**config.mk**
```make
export PLATFORM = sky130hd
export DESIGN_NAME = wb_regfile_flat
export DESIGN_NICKNAME = d
export VERILOG_FILES = /design/src/rtl/wb_regfile_if.sv /design/src/rtl/wb_regfile.sv /design/src/flat_wrapper.sv
export SDC_FILE = /design/constraint.sdc
export NUM_CORES = 1
export LEC_CHECK = 0
export CORE_MARGIN = 2
export CORE_UTILIZATION = 55
export CTS_BUF_LIST = sky130_fd_sc_hd__clkbuf_4 sky130_fd_sc_hd__clkbuf_8
export DETAILED_ROUTE_END_ITERATION = 8
export GPL_ROUTABILITY_DRIVEN = 1
export MAX_ROUTING_LAYER = met4
export PLACE_DENSITY = 0.85
export SYNTH_ARGS = -nofsm -noshare
export SYNTH_HDL_FRONTEND = slang
export SYNTH_SLANG_ARGS = --single-unit
```
**constraint.sdc**
```tcl
create_clock -name clk -period 16.2 [get_ports clk]
set_clock_uncertainty 0.1 [all_clocks]
set_input_delay 4.86 -clock clk [delete_from_list [all_inputs] [get_ports clk]]
set_output_delay 4.86 -clock clk [all_outputs]
set_load 0.01 [all_outputs]
```
**src/rtl/wb_regfile_if.sv**
```systemverilog
// Decode/write-back bus of the write-back register file: WB packet in, read ports and hazard status out.
interface wb_regfile_if #(
    parameter int WIDTH = 16,
    parameter int AW    = 3
);
    logic [WIDTH+AW:0] WB_In;
    logic [AW-1:0]     Rsrc1;
    logic [AW-1:0]     Rsrc2;
    logic              Src1_Use;
    logic              Src2_Use;
    logic              Issue;
    logic [AW-1:0]     Issue_Rdst;
    logic [WIDTH-1:0]  Rd1;
    logic [WIDTH-1:0]  Rd2;
    logic              Stall;
    logic              Pend_Any;

    modport master (
        output WB_In, Rsrc1, Rsrc2, Src1_Use, Src2_Use, Issue, Issue_Rdst,
        input  Rd1, Rd2, Stall, Pend_Any
    );

    modport slave (
        input  WB_In, Rsrc1, Rsrc2, Src1_Use, Src2_Use, Issue, Issue_Rdst,
        output Rd1, Rd2, Stall, Pend_Any
    );
endinterface

```
**src/rtl/wb_regfile.sv**
```systemverilog
// Write-back register file with per-register pending-writer scoreboard and RAW/overflow stall.
// Optional same-cycle write-back forwarding is enabled by defining WB_BYPASS_EN.
module wb_regfile #(
    parameter int WIDTH = 16,
    parameter int AW    = 3,
    parameter int PW    = 2
) (
    input  logic          clk,
    input  logic          rst,
    wb_regfile_if.slave   bus
);
    localparam int            NREG      = 2**AW;
    localparam logic [PW-1:0] PEND_MAX  = {PW{1'b1}};
    localparam logic [PW-1:0] PEND_ONE  = PW'(1);
    localparam logic [PW-1:0] PEND_ZERO = '0;

    logic [WIDTH-1:0] regs_r [NREG];
    logic [PW-1:0]    pend_r [NREG];

    logic             wb_en_s;
    logic [AW-1:0]    wb_dst_s;
    logic [WIDTH-1:0] wb_data_s;
    logic [NREG-1:0]  wb_hit_s;
    logic [NREG-1:0]  busy_s;
    logic [NREG-1:0]  inc_s;
    logic [NREG-1:0]  dec_s;
    logic             h1_s;
    logic             h2_s;
    logic             hf_s;
    logic             stall_s;
    logic             acc_s;
    logic             pend_any_s;
    logic [WIDTH-1:0] rd1_s;
    logic [WIDTH-1:0] rd2_s;

    assign {wb_en_s, wb_dst_s, wb_data_s} = bus.WB_In;

    // Per-register write-back hit and busy status seen by decode.
    // The re-issue exception keys on Issue rather than the accepted issue: when they differ
    // Stall is already high, and this keeps busy -> Stall -> accept free of a loop.
    always_comb begin
        for (int r = 0; r < NREG; r++) begin
            wb_hit_s[r] = wb_en_s && (wb_dst_s == AW'(r));
`ifdef WB_BYPASS_EN
            if (wb_hit_s[r] && (pend_r[r] == PEND_ONE) &&
                !(bus.Issue && (bus.Issue_Rdst == AW'(r)))) begin
                busy_s[r] = 1'b0;
            end else begin
                busy_s[r] = (pend_r[r] != PEND_ZERO);
            end
`else
            busy_s[r] = (pend_r[r] != PEND_ZERO);
`endif
        end
    end

    // Hazard terms, stall and issue acceptance.
    always_comb begin
        h1_s    = bus.Src1_Use && busy_s[bus.Rsrc1];
        h2_s    = bus.Src2_Use && busy_s[bus.Rsrc2];
        hf_s    = bus.Issue && (pend_r[bus.Issue_Rdst] == PEND_MAX);
        stall_s = !rst && (h1_s || h2_s || hf_s);
        acc_s   = bus.Issue && !stall_s;
    end

    // Counter increment/decrement requests; decrement never underflows.
    always_comb begin
        for (int r = 0; r < NREG; r++) begin
            inc_s[r] = acc_s && (bus.Issue_Rdst == AW'(r));
            dec_s[r] = wb_hit_s[r] && (pend_r[r] != PEND_ZERO);
        end
    end

    // Drain indicator: any register still has writers in flight.
    always_comb begin
        pend_any_s = 1'b0;
        for (int r = 0; r < NREG; r++) begin
            pend_any_s = pend_any_s | (pend_r[r] != PEND_ZERO);
        end
    end

    // Asynchronous read ports, with optional forwarding of the current write-back.
    always_comb begin
        if (rst) begin
            rd1_s = '0;
        end
`ifdef WB_BYPASS_EN
        else if (wb_hit_s[bus.Rsrc1]) begin
            rd1_s = wb_data_s;
        end
`endif
        else begin
            rd1_s = regs_r[bus.Rsrc1];
        end

        if (rst) begin
            rd2_s = '0;
        end
`ifdef WB_BYPASS_EN
        else if (wb_hit_s[bus.Rsrc2]) begin
            rd2_s = wb_data_s;
        end
`endif
        else begin
            rd2_s = regs_r[bus.Rsrc2];
        end
    end

    // Register file commit and pending-counter update; hf_s keeps counters from wrapping.
    always_ff @(posedge clk or posedge rst) begin
        if (rst) begin
            for (int r = 0; r < NREG; r++) begin
                regs_r[r] <= '0;
                pend_r[r] <= '0;
            end
        end else begin
            for (int r = 0; r < NREG; r++) begin
                if (wb_hit_s[r]) begin
                    regs_r[r] <= wb_data_s;
                end
                if (inc_s[r] && !dec_s[r]) begin
                    pend_r[r] <= pend_r[r] + PEND_ONE;
                end else if (dec_s[r] && !inc_s[r]) begin
                    pend_r[r] <= pend_r[r] - PEND_ONE;
                end
            end
        end
    end

    assign bus.Rd1      = rd1_s;
    assign bus.Rd2      = rd2_s;
    assign bus.Stall    = stall_s;
    assign bus.Pend_Any = pend_any_s;
endmodule
```
**src/flat_wrapper.sv**
```systemverilog
// flat-port wrapper written by rule: the top's interface ports become plain ports
module wb_regfile_flat 
#(
    parameter int WIDTH = 16,
    parameter int AW    = 3,
    parameter int PW    = 2
)
  (clk, rst, bus_WB_In, bus_Rsrc1, bus_Rsrc2, bus_Src1_Use, bus_Src2_Use, bus_Issue, bus_Issue_Rdst, bus_Rd1, bus_Rd2, bus_Stall, bus_Pend_Any);
  wb_regfile_if #(.WIDTH(WIDTH), .AW(AW)) bus_i ();
  input  logic clk;
  input  logic rst;
  input wire logic [$bits(bus_i.WB_In)-1:0] bus_WB_In;
  input wire logic [$bits(bus_i.Rsrc1)-1:0] bus_Rsrc1;
  input wire logic [$bits(bus_i.Rsrc2)-1:0] bus_Rsrc2;
  input wire logic [$bits(bus_i.Src1_Use)-1:0] bus_Src1_Use;
  input wire logic [$bits(bus_i.Src2_Use)-1:0] bus_Src2_Use;
  input wire logic [$bits(bus_i.Issue)-1:0] bus_Issue;
  input wire logic [$bits(bus_i.Issue_Rdst)-1:0] bus_Issue_Rdst;
  output wire logic [$bits(bus_i.Rd1)-1:0] bus_Rd1;
  output wire logic [$bits(bus_i.Rd2)-1:0] bus_Rd2;
  output wire logic [$bits(bus_i.Stall)-1:0] bus_Stall;
  output wire logic [$bits(bus_i.Pend_Any)-1:0] bus_Pend_Any;
  assign bus_i.WB_In = bus_WB_In;
  assign bus_i.Rsrc1 = bus_Rsrc1;
  assign bus_i.Rsrc2 = bus_Rsrc2;
  assign bus_i.Src1_Use = bus_Src1_Use;
  assign bus_i.Src2_Use = bus_Src2_Use;
  assign bus_i.Issue = bus_Issue;
  assign bus_i.Issue_Rdst = bus_Issue_Rdst;
  assign bus_Rd1 = bus_i.Rd1;
  assign bus_Rd2 = bus_i.Rd2;
  assign bus_Stall = bus_i.Stall;
  assign bus_Pend_Any = bus_i.Pend_Any;
  wb_regfile #(.WIDTH(WIDTH), .AW(AW), .PW(PW)) u_core (.clk(clk), .rst(rst), .bus(bus_i));
endmodule
```
==> results.json, run 1 <==
{
  "tns_ns": 0,
  "slew_viol_final": 0,
  "fin_crit_ns": 12.15,
  "drc_errors": 0,
  "grt.overflow.total": 0,
  "cts_hold_buffers": 0,
  "clock-root-buffer": "clkbuf_8",
  "grt_max_degree": 77,
  "drt_iter0_markers": 390,
  "synth_ff_type": "dfrtp_1",
  "cp.arrival_ns": 7.19,
  "wl_per_cell_um": 22.5,
  "power.density_nw_per_um2": 123,
  "cts_made_buffers": 17,
  "postSynthAreaPerCell_um2": 14.1,
  "coreArea_um2": 14600,
  "power.leakage_nw": 3.86,
  "synth_edf_count": 0,
  "antenna_found_initial": 0,
  "path_max_fanout": 13,
  "worst_pin_slew_ns": 1.19,
  "io_buffer_count": 67,
  "cp-start-kind": "input port",
  "hold_viol": 0,
  "status": "complete, no violations",
  "rsz0062_at_grt": "no",
  "maxSlewHeadroom_pct": 20.5,
  "netlist_instances": 585,
  "syn-num-nets": 627,
  "yosysUniqueCellTypes": 43,
  "start_util_pct": 56.5,
  "final_layout_size_suffix_gt1_share_pct": 38.4,
  "async_flop_share_pct": 100,
  "clock_latency_ns": 0.45,
  "fp.dieArea_um2": 16000,
  "cts_resized": 0,
  "post-route-period-util_pct": 75.0,
  "rows": 44,
  "seq_area_um2": 3600,
  "ys_seq_elements": 144,
  "clk_path_buf_depth": 2,
  "dp_hpwl_um": 11600,
  "place.gp.congestion": 0.882,
  "fin_nets": 678,
  "multi_input_area_um2": 4350,
  "area_growth_pct": 13.2,
  "drv_cap": 0,
  "n_antenna_cell": 0,
  "clock.fmax_mhz": 82.3,
  "via_per_inst": 6.37,
  "path_delay_family": "buffers and inverters",
  "cp.required_ns": 11.24,
  "clkTransAtPathRegs_ns": 0.07,
  "vias": 5298,
  "syn_area_um2": 8240,
  "crit_path_cell_trace": "clkdlybuf4s50_1 > nand4b_1 > nand3_1 > o211ai_1 > nor2_1 > o21a_1 > clkdlybuf4s50_1",
  "cts_tree": "built",
  "cpMostUsedCell": "clkdlybuf4s50_1",
  "crit_slowest_cell": "clkdlybuf4s50_1",
  "wirelength_um": 18700,
  "hp-class": "register to register",
  "grt_pass1_wl_um": 30400,
  "ioPinCount": 68,
  "die_width_um": 126,
  "htree_levels": 4,
  "grt_use_total_pct": 25.6,
  "total_power_mw": 1.15,
  "fillers": 1047,
  "path_class": "input port to output port",
  "finalSetupViolCount": 0,
  "clkSinkCount": 144,
  "drtAntennaViolNets": 0,
  "crit_path_end_kind": "output port",
  "yosys_warnings": 0,
  "chipHeight_um": 126,
  "critPathBufInv": 2,
  "synth-seq-area-share_pct": 43.7,
  "first_global_vias": 5699,
  "vdd_drop_max_v": 0.0000599,
  "cts_setup_buffers": 0,
  "dr.pass1.iters": 5,
  "max_stage_delay_ns": 0.74
}
## worst paths after layout
check | start | endpoint | slack [ns] | cells past startpoint
setup / recovery | bus_Issue_Rdst[0] | bus_Stall | 4.05 | 7
max in group asynchronous | rst | u_core.regs_r[44] | 9.77 | 3
hold reg to reg | u_core.pend_r[9] | u_core.pend_r[9] | 0.41 | 1
setup reg to reg | u_core.pend_r[12] | u_core.pend_r[11] | 13.69 | 8
hold / removal | u_core.pend_r[9] | u_core.pend_r[9] | 0.41 | 1
min in group asynchronous | rst | u_core.regs_r[48] | 4.84 | 2
## flip-flops by register name, summed over array words and instances (netlist names)
name / cells
u_core.regs_r: 128
u_core.pend_r: 16
## logic make-up after synthesis
family          Yosys count  share of synthesized area [%]
compound gates           27                           1.91
xor+xnor                 24                           2.55
fa+ha+maj                 8                           1.22
buf+inv                  48                           3.39
flops                   144                           43.7
mux                     224                           39.8
simple gates            110                           7.38
## area by class of cell
class | instances | area share [%]
Multi-Input combinational cell | 393 | 46.7
Clock inverter | 9 | 1.15
Sequential cell | 144 | 38.6
Inverter | 4 | 0.215
Tap cell | 184 | 2.47
Clock buffer | 22 | 3.18
Timing Repair Buffer | 76 | 7.65
## metrics by stage
step	setup WS (ns)	hold slack (ns)	utilization (%)	cells	cell area, um2
2_1_floorplan	2.87	0.364	-	585	8240
3_3_place_gp	4.17	0.395	61.1	801	8920
3_5_place_dp	4.10	0.407	61.1	801	8920
4_1_cts	4.08	0.417	63.9	832	9330
5_1_grt	3.84	0.422	63.9	832	9330
6_report	4.05	0.413	63.9	832	9330
## power by group
group | internal, mW | switching (mW)
Clock | 0.153 | 0.134
Sequential | 0.451 | 0.0899
Combinational | 0.196 | 0.123
## cells in the final DEF, fill, tap and decap left out, types with 2 or more instances in the layout
cell	count
a21oi_1	5
a31oi_1	3
buf_2	5
buf_4	9
bufinv_16	2
clkbuf_8	21
clkdlybuf4s50_1	62
clkinv_2	2
clkinvlp_4	5
dfrtp_1	144
ha_1	8
inv_1	3
mux2_2	108
mux2_4	20
mux2i_1	32
mux4_2	64
nand2_1	2
nand2b_1	2
nand3_1	16
nand3b_1	2
nand4_1	6
nand4_2	2
nand4b_1	2
nor2_1	50
nor2_2	2
nor2b_1	2
nor3_1	4
nor3_4	2
nor4_1	3
nor4b_1	4
o2111ai_1	3
o211ai_1	2
o21ai_0	4
o21ai_1	9
or2_1	2
or2_2	2
or3_1	2
xnor2_1	8
xor2_1	16
## per-layer routing
layer | share of wire [%] | up-vias | wire length (um) | track usage (%)
met2 | 52 | 182 | 9710 | 40.4
met3 | 5.1 | 33 | 953 | 4.81
li1 | - | 2315 | - | -
met4 | 1.8 | 0 | 339 | 9.76
met5 | 0 | - | 0 | -
met1 | 41 | 2768 | 7720 | 33.4
## synthesized netlist by cell type, types with 7 or more instances
master | number | area [um2]
nor2_1 | 50 | 188
nand3_1 | 16 | 80.1
ha_1 | 8 | 100
xnor2_1 | 8 | 70.1
mux2_4 | 20 | 300
xor2_1 | 16 | 140
dfrtp_1 | 144 | 3600
o21ai_1 | 9 | 45.0
mux4_2 | 64 | 1440
mux2i_1 | 32 | 320
clkbuf_1 | 7 | 26.3
mux2_2 | 108 | 1220
buf_2 | 19 | 95.1
buf_4 | 10 | 75.1
No activity file was read; power rests on OpenSTA's default activity.
==> run 2, diff against run 1 <==
--- a/config.mk
+++ b/config.mk
@@ -11,7 +11,7 @@
 export DETAILED_ROUTE_END_ITERATION = 8
 export GPL_ROUTABILITY_DRIVEN = 1
 export MAX_ROUTING_LAYER = met4
-export PLACE_DENSITY = 0.85
+export PLACE_DENSITY = 0.88
 export SYNTH_ARGS = -nofsm -noshare
 export SYNTH_HDL_FRONTEND = slang
 export SYNTH_SLANG_ARGS = --single-unit
==> constraint.sdc (replaced) <==
create_clock -name clk -period 10.2 [get_ports clk]
set_clock_uncertainty 0.1 [all_clocks]
set_input_delay 3.06 -clock clk [delete_from_list [all_inputs] [get_ports clk]]
set_output_delay 3.06 -clock clk [all_outputs]
set_load 0.01 [all_outputs]
==> run 2 against run 1 <==
- sequential share of layout area fell by 0.12 points
- setup slack got worse by 2.5 ns
- register-to-register slack got worse by 6.0 ns
- wire length grew 3.1%
- critical path depth decreased by 1
- design area rose by 0.31%
- clock power is 64% higher
- non-clock buffer count is 2 higher
- sequential power rose by 59%
- clock-buffer cell count increased by 1
- first-iteration DRC count grew 29%
- largest power group unchanged
- largest cell class unchanged
- critical endpoint is now bus_Rd1[10]
==> results.json, run 2 (synthesis gave the netlist of run 1 again) <==
{
  "wl_per_cell_um": 23.1,
  "cp.arrival_ns": 5.45,
  "clkTransAtPathRegs_ns": 0.07,
  "largest-register": "u_core.regs_r",
  "maxSlewHeadroom_pct": 21.5,
  "antenna_found_initial": 0,
  "grt_max_degree": 57,
  "die_width_um": 126,
  "path_class": "input port to output port",
  "top_regs": "u_core.regs_r (128), u_core.pend_r (16)",
  "power.density_nw_per_um2": 197,
  "layout_common_cells": "144 x dfrtp_1, 108 x mux2_2, 64 x mux4_2",
  "start_util_pct": 56.5,
  "clock_latency_ns": 0.46,
  "drv_cap": 0,
  "clock-root-buffer": "clkbuf_8",
  "cp.required_ns": 7.04,
  "post-route-period-util_pct": 84.4,
  "path_max_fanout": 30,
  "fin_nets": 680,
  "grt_pass1_wl_um": 31400,
  "vdd_drop_max_v": 0.0000805,
  "crit_path_end_kind": "output port",
  "rsz0062_at_grt": "no",
  "htree_levels": 4,
  "cp-start-kind": "input port",
  "finalSetupViolCount": 0,
  "hp-class": "register to register",
  "clkSinkCount": 144,
  "tns_ns": 0,
  "coreArea_um2": 14600,
  "fin_crit_ns": 8.61,
  "hold_viol": 0,
  "fp.dieArea_um2": 16000,
  "chipHeight_um": 126,
  "place.gp.congestion": 0.863,
  "vias": 5438,
  "largest_register_ffs": 128,
  "area_growth_pct": 13.6,
  "rows": 44,
  "n_antenna_cell": 0,
  "finalInstanceArea_um2": 9350,
  "cts_resized": 0,
  "clock.fmax_mhz": 116,
  "ioPinCount": 68,
  "cts_made_buffers": 17,
  "final_common_cell": "dfrtp_1",
  "clk_path_buf_depth": 2,
  "grt_use_total_pct": 26.5,
  "slew_viol_final": 0,
  "cts_setup_buffers": 0,
  "worst_pin_slew_ns": 1.18,
  "cts_hold_buffers": 0,
  "io_buffer_count": 67,
  "grt.overflow.total": 0,
  "first_global_vias": 5840,
  "status": "complete, no violations",
  "power.leakage_nw": 3.89,
  "dp_hpwl_um": 12200,
  "cts_tree": "built",
  "wirelength_um": 19300,
  "drc_errors": 0,
  "via_per_inst": 6.51,
  "drtAntennaViolNets": 0,
  "placed_cell_area_um2": 8930,
  "dr.pass1.iters": 5,
  "final_layout_size_suffix_gt1_share_pct": 38.7,
  "drt_iter0_markers": 505
}
## run 2: area by class of cell
cell class	count	area (um2)
clock inverters	9	104
repair buffers	78	728
multi-input cells	393	4350
flip-flops and latches	144	3600
inverters	4	17.5
clock buffers	23	317
well taps	184	230
fillers	996	5240
## run 2: path summary, 6_finish.rpt
check	start	to	slack, ns	cells past startpoint
max	bus_Rsrc1[0]	bus_Rd1[10]	1.59	6
min	u_core.pend_r[9]	u_core.pend_r[9]	0.42	1
max reg2reg	u_core.pend_r[12]	u_core.pend_r[13]	7.73	9
min reg2reg	u_core.pend_r[9]	u_core.pend_r[9]	0.42	1
max in group asynchronous	rst	u_core.pend_r[10]	5.96	3
min in group asynchronous	rst	u_core.regs_r[27]	2.96	2
## run 2: layer usage
layer / up-vias / track usage (%) / share of wire [%]
met1: 2845 / 33.1 / 39
li1: 2314 / - / -
met3: 57 / 5.86 / 5.9
met5: - / - / 0
met4: 0 / 11.1 / 3.3
met2: 222 / 42.3 / 52
## run 2: report_power, final
part	internal, mW	switching, mW
combinational	0.312	0.199
sequential	0.716	0.146
clock	0.255	0.216
## run 2: worst max-delay path, cell delays in order
cell and delay, ns:
buf_2 0.71, buf_4 0.32, mux4_2 0.52, mux2i_1 0.25, nor2_1 0.06, clkdlybuf4s50_1 0.50
## run 2: metrics by stage
stage	std cells	utilization (%)	hold WS, ns	setup WS, ns	power [mW]
final	835	64.1	0.417	1.59	1.84
after global placement	803	61.2	0.386	1.68	1.33
after global routing	835	64.1	0.446	1.47	1.93
after CTS	835	64.1	0.424	1.59	1.85
after detailed placement	803	61.2	0.411	1.60	1.37
after floorplan	585	-	0.364	0.466	1.21
==> run 3, diff against run 2 <==
--- a/config.mk
+++ b/config.mk
@@ -11,7 +11,7 @@
 export DETAILED_ROUTE_END_ITERATION = 8
 export GPL_ROUTABILITY_DRIVEN = 1
 export MAX_ROUTING_LAYER = met4
-export PLACE_DENSITY = 0.88
+export PLACE_DENSITY = 0.85
 export SYNTH_ARGS = -nofsm -noshare
 export SYNTH_HDL_FRONTEND = slang
 export SYNTH_SLANG_ARGS = --single-unit
==> constraint.sdc (replaced) <==
create_clock -name clk -period 8 [get_ports clk]
set_clock_uncertainty 0.1 [all_clocks]
set_input_delay 2.4 -clock clk [delete_from_list [all_inputs] [get_ports clk]]
set_output_delay 2.4 -clock clk [all_outputs]
set_load 0.01 [all_outputs]
==> run 3 against run 2 <==
- combinational power increased by 27%
- core utilization rose by 0.60 points
- setup slack lost 0.73 ns
- wire length shrank 1.6%
- first-iteration DRC count decreased by 27%
- hold slack lost 0.010 ns
- sequential power grew 28%
- critical path depth rose by 1
- register-to-register slack got worse by 2.2 ns
==> results.json, run 3 (synthesis gave the netlist of run 1 again) <==
{
  "status": "complete, no violations",
  "clkTransAtPathRegs_ns": 0.08,
  "path_max_fanout": 13,
  "io_buffer_count": 67,
  "hold_slack_ns": 0.407,
  "rows": 44,
  "area_growth_pct": 14.6,
  "cts_setup_buffers": 0,
  "tns_ns": 0,
  "cts_resized": 0,
  "clk_path_buf_depth": 2,
  "vias": 5444,
  "grt_use_total_pct": 25.4,
  "r2r_cells": 9,
  "n_antenna_cell": 0,
  "dr.pass1.iters": 6,
  "rsz0062_at_grt": "no",
  "clock.fmax_mhz": 140,
  "finalSetupViolCount": 0,
  "worst_pin_slew_ns": 1.13,
  "r2r_start": "u_core.pend_r[6]",
  "cp.arrival_ns": 4.64,
  "fp.dieArea_um2": 16000,
  "met1_usage_pct": 31.3,
  "slew_viol_final": 0,
  "grt.overflow.total": 0,
  "grt_pass1_wl_um": 30300,
  "startpoint": "bus_Issue_Rdst[0]",
  "top_regs": "u_core.regs_r (128), u_core.pend_r (16)",
  "fin_crit_ns": 7.14,
  "crit_path_end_kind": "output port",
  "path_class": "input port to output port",
  "largest-register": "u_core.regs_r",
  "final_layout_size_suffix_gt1_share_pct": 39.5,
  "setup_ws_ns": 0.864,
  "crit_slowest_cell": "clkdlybuf4s50_1",
  "power.density_nw_per_um2": 251,
  "power.leakage_nw": 3.93,
  "grt_use_met2_pct": 42.2,
  "max_stage_delay_ns": 0.70,
  "place_ws_ns": 0.881,
  "use_met3_pct": 5.06,
  "place.gp.congestion": 0.933,
  "wl_per_cell_um": 22.5,
  "ioPinCount": 68,
  "largest_register_ffs": 128,
  "antenna_found_initial": 0,
  "layout_common_cells": "144 x dfrtp_1, 108 x mux2_2, 64 x mux4_2",
  "post-route-period-util_pct": 89.2,
  "cp-start-kind": "input port",
  "via_per_inst": 6.45,
  "cpMostUsedCell": "clkdlybuf4s50_1",
  "cts_tree": "built",
  "drt_iter0_markers": 371,
  "drc_errors": 0,
  "start_util_pct": 56.5,
  "hp-class": "register to register",
  "maxSlewHeadroom_pct": 24.7,
  "vdd_drop_max_v": 0.000128,
  "final_common_cell": "dfrtp_1",
  "hold_viol": 0,
  "first_global_vias": 5795,
  "cts_hold_buffers": 0,
  "hp-start": "u_core.pend_r[9]",
  "grt_busiest_layer": "met2",
  "wirelength_um": 19000,
  "chipHeight_um": 126,
  "cp.required_ns": 5.50,
  "clock_latency_ns": 0.45,
  "htree_levels": 4,
  "die_width_um": 126,
  "drv_cap": 0,
  "hold_depth": 1,
  "drtAntennaViolNets": 0,
  "coreArea_um2": 14600,
  "fin_nets": 689,
  "clock-root-buffer": "clkbuf_8",
  "fillers": 972,
  "grt_max_degree": 75,
  "clkSinkCount": 144,
  "crit_path_cell_trace": "clkdlybuf4s50_1 > nand4b_1 > nand3_1 > o211ai_1 > nor2_1 > o21a_1 > clkdlybuf4s50_1",
  "dp_hpwl_um": 12400,
  "cts_made_buffers": 17
}
[run 3: changes by cell type in the layout (fill, tap and decap cells not counted), moves of 2 or more]
cell,change
buf_4,+8
clkbuf_8,-4
clkinv_2,-2
clkinvlp_4,+2
inv_6,+2
[run 3: power by group]
part | leakage (nW) | total (mW) | internal [mW] | switching (mW)
logic | 1.99 | 0.650 | 0.400 | 0.250
clock network | 0.209 | 0.617 | 0.330 | 0.287
registers | 1.73 | 1.10 | 0.913 | 0.190
[run 3: routing by layer]
| metal | up-vias | share of wire [%] |
|---|---|---|
| met5 | - | 0 |
| met2 | 214 | 52 |
| met3 | 40 | 5.9 |
| met4 | 0 | 2.0 |
| li1 | 2331 | - |
| met1 | 2859 | 40 |
[run 3: cell type report]
class,count,area (um2),area share (%)
multi-input combinational,393,4350,46.1
sequential,144,3600,38.2
timing repair buffer,87,808,8.56
clock buffer,20,269,2.85
tap,184,230,2.44
clock inverter,12,158,1.67
inverter,4,18.8,0.199
[run 3: worst max-delay path, delay by kind of cell]
kind,cells,cell delay [ns]
compound gates,2,0.71
buf+inv,2,1.17
simple gates,3,0.36
[run 3: worst paths after layout]
kind | slack, ns | to
max in group asynchronous | 3.78 | u_core.regs_r[81]
worst max register to register | 5.54 | u_core.pend_r[7]
worst min register to register | 0.41 | u_core.pend_r[9]
worst min-delay path | 0.41 | u_core.pend_r[9]
min in group asynchronous | 2.57 | u_core.pend_r[8]
worst max-delay path | 0.86 | bus_Stall
[run 3: metrics by stage]
step	std cells	power (mW)	utilization, %	cell area, um2
2_1_floorplan	585	1.54	-	8240
3_3_place_gp	812	1.70	61.8	9010
3_5_place_dp	812	1.76	61.8	9010
4_1_cts	844	2.37	64.7	9440
5_1_grt	844	2.48	64.7	9440
6_report	844	2.37	64.7	9440
